==> config.mk <==
export PLATFORM = sky130hd
export DESIGN_NAME = fcmp_sched
export DESIGN_NICKNAME = d
export VERILOG_FILES = /design/src/rtl/fcmp_pkg.sv /design/src/rtl/fcmp_core.sv /design/src/rtl/fcmp_sched.sv
export SDC_FILE = /design/constraint.sdc
export NUM_CORES = 1
export LEC_CHECK = 0
export CORE_MARGIN = 3
export CORE_UTILIZATION = 50
export CTS_BUF_LIST = sky130_fd_sc_hd__clkbuf_4
export DETAILED_ROUTE_END_ITERATION = 8
export HOLD_SLACK_MARGIN = 0.03
export PLACE_DENSITY = 0.85
export SETUP_SLACK_MARGIN = 0.1
export SKIP_LAST_GASP = 1
export SLEW_MARGIN = 25
export SYNTH_ARGS = -nofsm -noshare
export SYNTH_HDL_FRONTEND = slang
export SYNTH_HIERARCHICAL = 1
export SYNTH_SLANG_ARGS = --single-unit
export TNS_END_PERCENT = 20
==> constraint.sdc <==
create_clock -name clk -period 7.09 [get_ports clk]
set_clock_uncertainty 0.2 [all_clocks]
set_input_delay 0.709 -clock clk [delete_from_list [all_inputs] [get_ports clk]]
set_output_delay 0.709 -clock clk [all_outputs]
set_load 0.02 [all_outputs]
==> src/rtl/fcmp_pkg.sv <==
// Shared constants for the fcmp_sched compare scheduler.
// Latency: n/a (declarations only).
// Backpressure: n/a (declarations only).
//
// Contents: op encodings, FP32 field widths and the all-ones exponent.
package fcmp_pkg;

  // Compare op encoding carried on req_op
  localparam logic [1:0] OP_LE   = 2'b00;
  localparam logic [1:0] OP_LT   = 2'b01;
  localparam logic [1:0] OP_EQ   = 2'b10;
  localparam logic [1:0] OP_RSVD = 2'b11;

  // IEEE-754 single-precision field widths
  localparam int EXP_W  = 8;
  localparam int MANT_W = 23;

  // Exponent value shared by infinities and NaNs
  localparam logic [EXP_W-1:0] EXP_ONES = '1;

endpackage

==> src/rtl/fcmp_core.sv <==
// Combinational FP32 ordering: lt/eq relations plus NaN/sNaN detection.
// Latency: 0 cycles (pure combinational).
// Backpressure: none; the scheduler registers the result.
//
// Ports:
//   x1, x2 : FP32 operands
//   op     : compare op; the reserved encoding yields no relation (lt=eq=0)
//   lt     : x1 < x2 (0 if either operand is NaN, or +0/-0 pair)
//   eq     : x1 == x2 (+0 equals -0; 0 if either operand is NaN)
//   nan    : either operand is a NaN
//   snan   : either operand is a signalling NaN (quiet bit clear)
module fcmp_core
  import fcmp_pkg::*;
(
  input  logic [31:0] x1,
  input  logic [31:0] x2,
  input  logic [1:0]  op,
  output logic        lt,
  output logic        eq,
  output logic        nan,
  output logic        snan
);

  logic              s1, s2;
  logic [EXP_W-1:0]  e1, e2;
  logic [MANT_W-1:0] m1, m2;
  logic [30:0]       mag1, mag2;
  logic              nan1, nan2, snan1, snan2;
  logic              both_zero;
  logic              ord_lt;
  logic              op_ok;

  assign s1   = x1[31];
  assign s2   = x2[31];
  assign e1   = x1[MANT_W +: EXP_W];
  assign e2   = x2[MANT_W +: EXP_W];
  assign m1   = x1[MANT_W-1:0];
  assign m2   = x2[MANT_W-1:0];
  assign mag1 = x1[30:0];
  assign mag2 = x2[30:0];

  assign nan1  = (e1 == EXP_ONES) && (m1 != '0);
  assign nan2  = (e2 == EXP_ONES) && (m2 != '0);
  // Quiet bit is the mantissa MSB; a NaN with it clear is signalling
  assign snan1 = nan1 && !m1[MANT_W-1];
  assign snan2 = nan2 && !m2[MANT_W-1];

  assign nan  = nan1 | nan2;
  assign snan = snan1 | snan2;

  assign both_zero = (mag1 == '0) && (mag2 == '0);

  // Sign-magnitude order: the magnitude bits sort like unsigned integers
  // (denormals and infinities included), reversed when both are negative.
  always_comb begin
    ord_lt = 1'b0;
    unique case ({s1, s2})
      2'b00:   ord_lt = (mag1 < mag2);
      2'b11:   ord_lt = (mag1 > mag2);
      2'b10:   ord_lt = 1'b1;
      default: ord_lt = 1'b0;
    endcase
  end

  assign op_ok = (op != OP_RSVD);

  assign lt = op_ok && !nan && !both_zero && ord_lt;
  assign eq = op_ok && !nan && (both_zero || (x1 == x2));

endmodule

==> src/rtl/fcmp_sched.sv <==
// Round-robin scheduler sharing one FP32 compare unit among NREQ requesters.
// Latency: 1 cycle from accept (req_valid & req_ready) to rsp_valid.
// Backpressure: result held while rsp_ready=0; no grant until the slot frees.
//
// Ports:
//   clk, rstn            : clock, asynchronous active-low reset
//   req_valid/req_ready  : per-requester handshake, at most one ready bit set
//   req_x1, req_x2       : packed operands, requester i at [32i+31:32i]
//   req_op               : packed 2-bit ops (00 LE, 01 LT, 10 EQ, 11 reserved)
//   rsp_valid/rsp_ready  : result handshake
//   rsp_id, rsp_y        : owning requester and result (1 true / 0 false)
//   rsp_invalid          : invalid-operation flag, present only with FCMP_INVALID_EN
//
// Optional build macro: FCMP_INVALID_EN adds the rsp_invalid output.
module fcmp_sched
  import fcmp_pkg::*;
#(
  parameter int NREQ = 4,
  parameter int IDW  = 2
) (
  input  logic              clk,
  input  logic              rstn,
  input  logic [NREQ-1:0]    req_valid,
  output logic [NREQ-1:0]    req_ready,
  input  logic [NREQ*32-1:0] req_x1,
  input  logic [NREQ*32-1:0] req_x2,
  input  logic [NREQ*2-1:0]  req_op,
  output logic              rsp_valid,
  input  logic              rsp_ready,
  output logic [IDW-1:0]     rsp_id,
`ifdef FCMP_INVALID_EN
  output logic              rsp_invalid,
`endif
  output logic [31:0]        rsp_y
);

  logic [IDW-1:0] ptr;
  logic           slot_free;
  logic           found;
  logic           accept;
  logic [IDW-1:0] gidx;
  logic [31:0]    gx1, gx2;
  logic [1:0]     gop;
  logic           c_lt, c_eq, c_nan, c_snan;
  logic           ysel;

  assign slot_free = !rsp_valid || rsp_ready;

  // Scan from ptr+1 around the ring; the first valid requester wins.
  always_comb begin
    found = 1'b0;
    gidx  = '0;
    gx1   = '0;
    gx2   = '0;
    gop   = '0;
    for (int k = 1; k <= NREQ; k++) begin
      int idx;
      idx = int'(ptr) + k;
      if (idx >= NREQ) idx = idx - NREQ;
      if (!found && req_valid[idx]) begin
        found = 1'b1;
        gidx  = IDW'(idx);
        gx1   = req_x1[32*idx +: 32];
        gx2   = req_x2[32*idx +: 32];
        gop   = req_op[2*idx +: 2];
      end
    end
  end

  // rstn gating keeps req_ready low while reset is asserted.
  assign accept = found && slot_free && rstn;

  always_comb begin
    req_ready = '0;
    if (accept) req_ready[gidx] = 1'b1;
  end

  fcmp_core u_core (
    .x1   (gx1),
    .x2   (gx2),
    .op   (gop),
    .lt   (c_lt),
    .eq   (c_eq),
    .nan  (c_nan),
    .snan (c_snan)
  );

  // snan implies nan, so folding both in leaves the result unchanged; the
  // core already clears lt/eq on NaN, this is a second guard at the mux.
  always_comb begin
    ysel = 1'b0;
    unique case (gop)
      OP_LE:   ysel = c_lt | c_eq;
      OP_LT:   ysel = c_lt;
      OP_EQ:   ysel = c_eq;
      default: ysel = 1'b0;
    endcase
    if (c_nan || c_snan) ysel = 1'b0;
  end

  // State only moves when the slot is free: a stall freezes everything,
  // a drain without a new accept clears rsp_valid but holds id/y.
  always_ff @(posedge clk or negedge rstn) begin
    if (!rstn) begin
      rsp_valid <= 1'b0;
      rsp_id    <= '0;
      rsp_y     <= '0;
      ptr       <= IDW'(NREQ-1);
    end else if (slot_free) begin
      rsp_valid <= accept;
      if (accept) begin
        rsp_id <= gidx;
        rsp_y  <= {31'd0, ysel};
        ptr    <= gidx;
      end
    end
  end

`ifdef FCMP_INVALID_EN
  // Signalling NaN is invalid for every op; any NaN is invalid for the
  // ordered relations LE and LT.
  always_ff @(posedge clk or negedge rstn) begin
    if (!rstn) begin
      rsp_invalid <= 1'b0;
    end else if (slot_free && accept) begin
      rsp_invalid <= c_snan || (c_nan && (gop == OP_LE || gop == OP_LT));
    end
  end
`endif

endmodule

# [After elaboration in Yosys (flattened, before gate mapping)]
# Cells that the tools add are included.
[classes] muxes=42 eq_ne=8 order_cmp=12 shifts=12 n_addsub=8 reduce_logical=33 n_bitwise=3
[op_table] op="$shiftx A128 B32 Y32" count=8
[op_table] op="$mux W32" count=12
[op_table] op="$lt A32 B4 Y1 const B" count=4
[op_table] op="$shiftx A8 B32 Y2" count=4
[op_table] op="$logic_not A31 Y1" count=2
[op_table] op="$reduce_bool A23 Y1" count=2
[op_table] op="$eq A32 B32 Y1" count=1
[op_table] op="$gt A31 B31 Y1" count=1
[op_table] op="$lt A31 B31 Y1" count=1
[op_table] op="$eq A8 B8 Y1 const B" count=2
[op_table] op="$mux W2" count=8
[op_table] op="$logic_and A1 B1 Y1" count=15
[op_table] op="$mux W1" count=14
[op_table] op="$sub A3 B3 Y4 const B" count=3
[op_table] op="$ge A3 B3 Y1 const B" count=3
[op_table] op="$bmux W1 S2" count=4
[op_table] op="$logic_not A1 Y1" count=8
[op_table] op="$add A2 B2 Y3 const B" count=2
[op_table] op="$eq A2 B2 Y1 const B" count=3
[op_table] op="$pmux W1 S3" count=2
[op_table] op="$sub A4 B3 Y5 const B" count=1
[op_table] op="$add A2 B3 Y4 const B" count=1
[op_table] op="$ge A4 B3 Y1 const B" count=1
[op_table] op="$logic_not A2 Y1" count=2
[op_table] op="other kinds (10)" count=14
[word_totals] output_inout_bits=39 regBits=6 word_cells=122

# [Longest topological paths before layout]
[logic_depth] depth_word=26 ltp_mapped=25 depth_no_buf=17

# [By module]
# Netlist, hierarchy kept.
[by_module_without_submodules] module="fcmp_sched" cells_each=946 seq_area_each_um2=152.6 instances=1 area_per_inst_um2=8754.6
[by_module_without_submodules] module="fcmp_core" cells_each=162 seq_area_each_um2=0.0 instances=1 area_per_inst_um2=1097.3

# [Least setup slack after synthesis]
# OpenSTA, ideal clock, no wires.
[synth_path] path_type="register to register" startpoint="register ptr[0]" endpoint="register rsp_y[0]" slack_ps=1631 path_buffers=8 setup_time_ps=90 t_arrival_ps=5169 period_less_slack_ps=5459 path_stages_with_launch=25 required_time_ps=6800 path_cell_list="dfstp_2 > buf_6 > clkbuf_1 > buf_2 > buf_2 > inv_1 > ha_1 > clkbuf_1 > mux4_2 > buf_2 > nor4bb_1 > clkbuf_1 > clkbuf_1 > a221oi_1 > o32ai_1 > inv_1 > ha_1 > nand4_1 > nor3_1 > nand4_1 > a31oi_1 > nor2_1 > a211oi_2 > nand3_1 > o221ai_1"
[synth_via] elab_chain_cells=26 word_cells_on_any_way=102 cone_classes="8 x add/sub; 6 x order compare; 8 x eq/ne; 12 x shift; 35 x mux; 3 x bitwise; 30 x reduce/logical"
[synth_lines] element="start, declared" line="fcmp_sched.sv:37" source="logic [IDW-1:0] ptr;"
[synth_lines] element="start signal, assigned" line="fcmp_sched.sv:108" source="ptr <= IDW'(NREQ-1);"
[synth_lines] element="start signal, assigned" line="fcmp_sched.sv:114" source="ptr <= gidx;"
[synth_lines] element="parallel branches: the longest is 15 deep, another holds $sub A3 B3 Y4"
[synth_lines] element="$mux W32 *" line="fcmp_sched.sv:60" source="if (!found && req_valid[idx]) begin"
[synth_lines] element="named net gx2[29]" line="fcmp_sched.sv:42" source="logic [31:0] gx1, gx2;"
[synth_lines] element="parallel branches: the longest is 6 deep, another holds $gt A31 B31 Y1"
[synth_lines] element="$logic_and A1 B1 Y1 *" line="fcmp_core.sv:67" source="assign lt = op_ok && !nan && !both_zero && ord_lt;"
[synth_lines] element="named net c_lt" line="fcmp_sched.sv:44" source="logic c_lt, c_eq, c_nan, c_snan;"
[synth_lines] element="$or A1 B1 Y1" line="fcmp_sched.sv:93" source="OP_LE: ysel = c_lt | c_eq;"
[synth_lines] element="$pmux W1 S3 *" line="fcmp_sched.sv:92" source="unique case (gop)"
[synth_lines] element="$mux W1 *" line="fcmp_sched.sv:98" source="if (c_nan || c_snan) ysel = 1'b0;"
[synth_lines] element="end signal, assigned" line="fcmp_sched.sv:113" source="rsp_y <= {31'd0, ysel};"
[synth_lines] element="end, declared" line="fcmp_sched.sv:34" source="output logic [31:0] rsp_y"
# Mark *: on every way through the listed nets, which the timed path passes. The select of a mux whose other input is x is not followed.
# A chain may end at the register's enable or synchronous reset.

# [Worst setup path after layout]
# Same ends and word-level chain as after synthesis.

==> impl_metrics.ini <==
[timing]
period_share = 0.821
setup_viol = 0
max_freq_ghz = 0.172
maxSlewViolCount = 0
rsz0062_at_grt = false
final_hold_viol_count = 0
fin_hold_ws_ns = 0.304
finalSetupTns_ns = 0
period_needed_ns = 5.82
tightest_slew_ns = 0.929
relSlewSlack = 0.381

[clock_network]
htree_levels = 1
cts_hold_buffers = 0
postCtsResizedCells = 0
clkSinkCount = 6
cts_made_buffers = 3
cts_max_path_buffers = 2
cts_setup_buffers = 0
clockRootBuffer = clkbuf_4
insertion_delay_ns = 0.28
cts_tree = built
clkTransAtPathRegs_ns = 0.07

[logic_synthesis]
synth-simple-area-share = 0.139
yosysUniqueCellTypes = 48
syn_area_per_cell_um2 = 8.89
synth_top_area_share = 0.325
synthTopCellsByArea = mux4_2 (32%), mux2_2 (11%), mux2i_1 (7.6%)
synth_area_mm2 = 0.00985
ys_ff_latch = 6
synthFlopType = dfrtp_1
synth_top_family_by_area = multiplexers
synthCells = 1108
synth_xor_area_frac = 0
async_flop_share = 1.00
ys.warnings.count = 6
synth_compound_area_frac = 0.195
yosysSeqAreaShare = 0.0155
synth_fa_ha_area_frac = 0.0508
synth_top_area_cell = mux4_2
synth_edf_count = 0
synth.area.mux_share = 0.517

[status]
status = complete, no violations

[layout]
multiInputGateArea_mm2 = 0.00905
final_cell_area_mm2 = 0.0127
seq_area_um2 = 160
diodes = 0
final_cells = 1555
fillerInstances = 1573
drive_gt1_frac = 0.218
finalNetCount = 1607
area_growth_pct = 28.4

[drt]
postRouteAntennaNets = 0
drtIter0Drc = 979
num_vias = 10600
wl_mm = 34.5
wl_per_cell_um = 22.2
drc = 0
drt_pass1_iterations = 6
viasPerCell = 6.80

[floorplanning]
fp-row-count = 50
die_x_um = 146
core_mm2 = 0.0190
die-area_mm2 = 0.0214
start_util = 0.518
io_pins = 310
die_y_um = 146

[placed_design]
portBuffers = 278
dp_hpwl_mm = 26.1
dp_cells = 1550
placed_cell_area_mm2 = 0.0126
gp_congestion = 1.03

[power_and_ir_drop]
power_mw = 6.52
cellPowerDensity_mw_per_mm2 = 515
ir_drop_uv = 355
leakage_nw = 4.59

[worst_setup_path]
cp_max_fo = 46
critPathRequiredTime_ns = 7.09
path_class = reg -> reg
worst_setup_path_start_kind = register
arrival_ns = 5.82
cp-end-kind = register

[grt]
grt_max_degree = 205
grt.overflow.total = 0
grt_pass1_wl_mm = 55.2
grtUsageTotal = 0.306
antenna_found_initial = 0
grt_pass1_vias = 10300

[flow_run]
maxCapViolCount = 0

[min_path]
hold_class = reg -> reg
-- power breakdown --
| part | switching, mW | total, mW | internal, mW |
|---|---|---|---|
| combinational | 3.47 | 6.33 | 2.86 |
| sequential | 0.0868 | 0.147 | 0.0599 |
| clock | 0.0178 | 0.0433 | 0.0255 |
-- cells by family after synthesis --
kind of cell             after synthesis
multiplexers                         318
AND/OR/NAND/NOR                      300
AO/OA/AOI/OAI                        265
buffers and inverters                178
adder cells (fa/ha/maj)               40
flip-flops                             6
other                                  1
-- layout make-up --
class | count | share of cell area
clock buffers | 4 | 0.00237
inverters | 35 | 0.0104
multi-input cells | 954 | 0.715
well taps | 260 | 0.0257
repair buffers | 296 | 0.233
flip-flops and latches | 6 | 0.0127
-- metal layers --
layer	wire [um]	global-route usage	up-vias
li1	-	-	4762
met1	13800	0.425	5126
met2	16700	0.509	648
met3	3450	0.0487	44
met4	589	0.0611	0
met5	0	0	-
-- sequential cells by signal, summed over array words and instances, names as in the netlist --
signal	flops
ptr	2
rsp_id	2
rsp_valid	1
rsp_y	1
-- per-stage QoR --
step	utilization	setup slack, ns
CTS	0.663	1.33
global route	0.665	0.844
global placement	0.662	1.43
finish	0.665	1.27
floorplan	-	1.63
detailed placement	0.662	1.33
-- Yosys cell counts (all sizes together), types with 35 or more instances --
cell type	number
mux4	142
nand2	78
ha	40
mux2i	75
a22oi	35
mux2	101
clkbuf	84
nor2	133
a21oi	51
o21ai	40
inv	35
buf	59
-- path summary, 6_finish.rpt --
| path | from | end | slack [ns] | cells after the start |
|---|---|---|---|---|
| max in group asynchronous | rstn | ptr[0] | 5.87 | 1 |
| worst min-delay path | rsp_id[1] | rsp_id[1] | 0.30 | 2 |
| worst min register to register | rsp_id[1] | rsp_id[1] | 0.30 | 2 |
| min in group asynchronous | rstn | rsp_y[0] | 0.51 | 1 |
| worst max register to register | ptr[0] | rsp_y[0] | 1.27 | 17 |
| worst max-delay path | ptr[0] | rsp_y[0] | 1.27 | 17 |
-- worst max-delay path: stages (launching register included) --
cell and delay [ns]:
dfstp_4 1.03, inv_1 0.24, ha_4 0.35, mux4_2 0.45, nor2_1 0.25, nand2_1 0.45, buf_4 0.40, o32ai_1 0.51
inv_1 0.09, ha_1 0.31, nand4_1 0.14, nor3_1 0.37, nand4_1 0.16, a31oi_1 0.23, nor2_1 0.08, a211oi_2 0.19
nand3_1 0.09, o221ai_1 0.17
-- cell usage in the layout, fill, tap and decap left out, types with 2 or more instances in the layout --
cell type / netlist / routed
or3_1: 2 / 2
and3_1: 3 / 3
mux2_4: 2 / 2
nand2_1: 78 / 77
nor4_2: 3 / 3
nand3_1: 8 / 8
o221ai_1: 2 / 2
mux2i_1: 75 / 75
inv_1: 35 / 34
a211oi_1: 28 / 28
clkdlybuf4s50_1: 0 / 278
mux2_2: 99 / 99
o211ai_1: 3 / 3
a21o_1: 3 / 3
o2bb2ai_1: 6 / 6
nand4_1: 14 / 14
nor3_1: 9 / 9
a31oi_1: 7 / 7
buf_4: 31 / 15
a221oi_1: 27 / 27
a21oi_1: 51 / 51
a22oi_1: 35 / 35
ha_1: 40 / 39
nand2b_1: 4 / 3
nor2_1: 133 / 132
mux4_2: 142 / 142
a221o_1: 31 / 31
nor2b_1: 29 / 29
conb_1: 1 / 31
dfrtp_1: 4 / 4
clkbuf_4: 0 / 4
nor4_1: 11 / 11
o21ai_0: 38 / 38
o21ai_2: 2 / 2
dfstp_4: 0 / 2
o32ai_1: 27 / 27
Power figures use the tool's default switching activity.
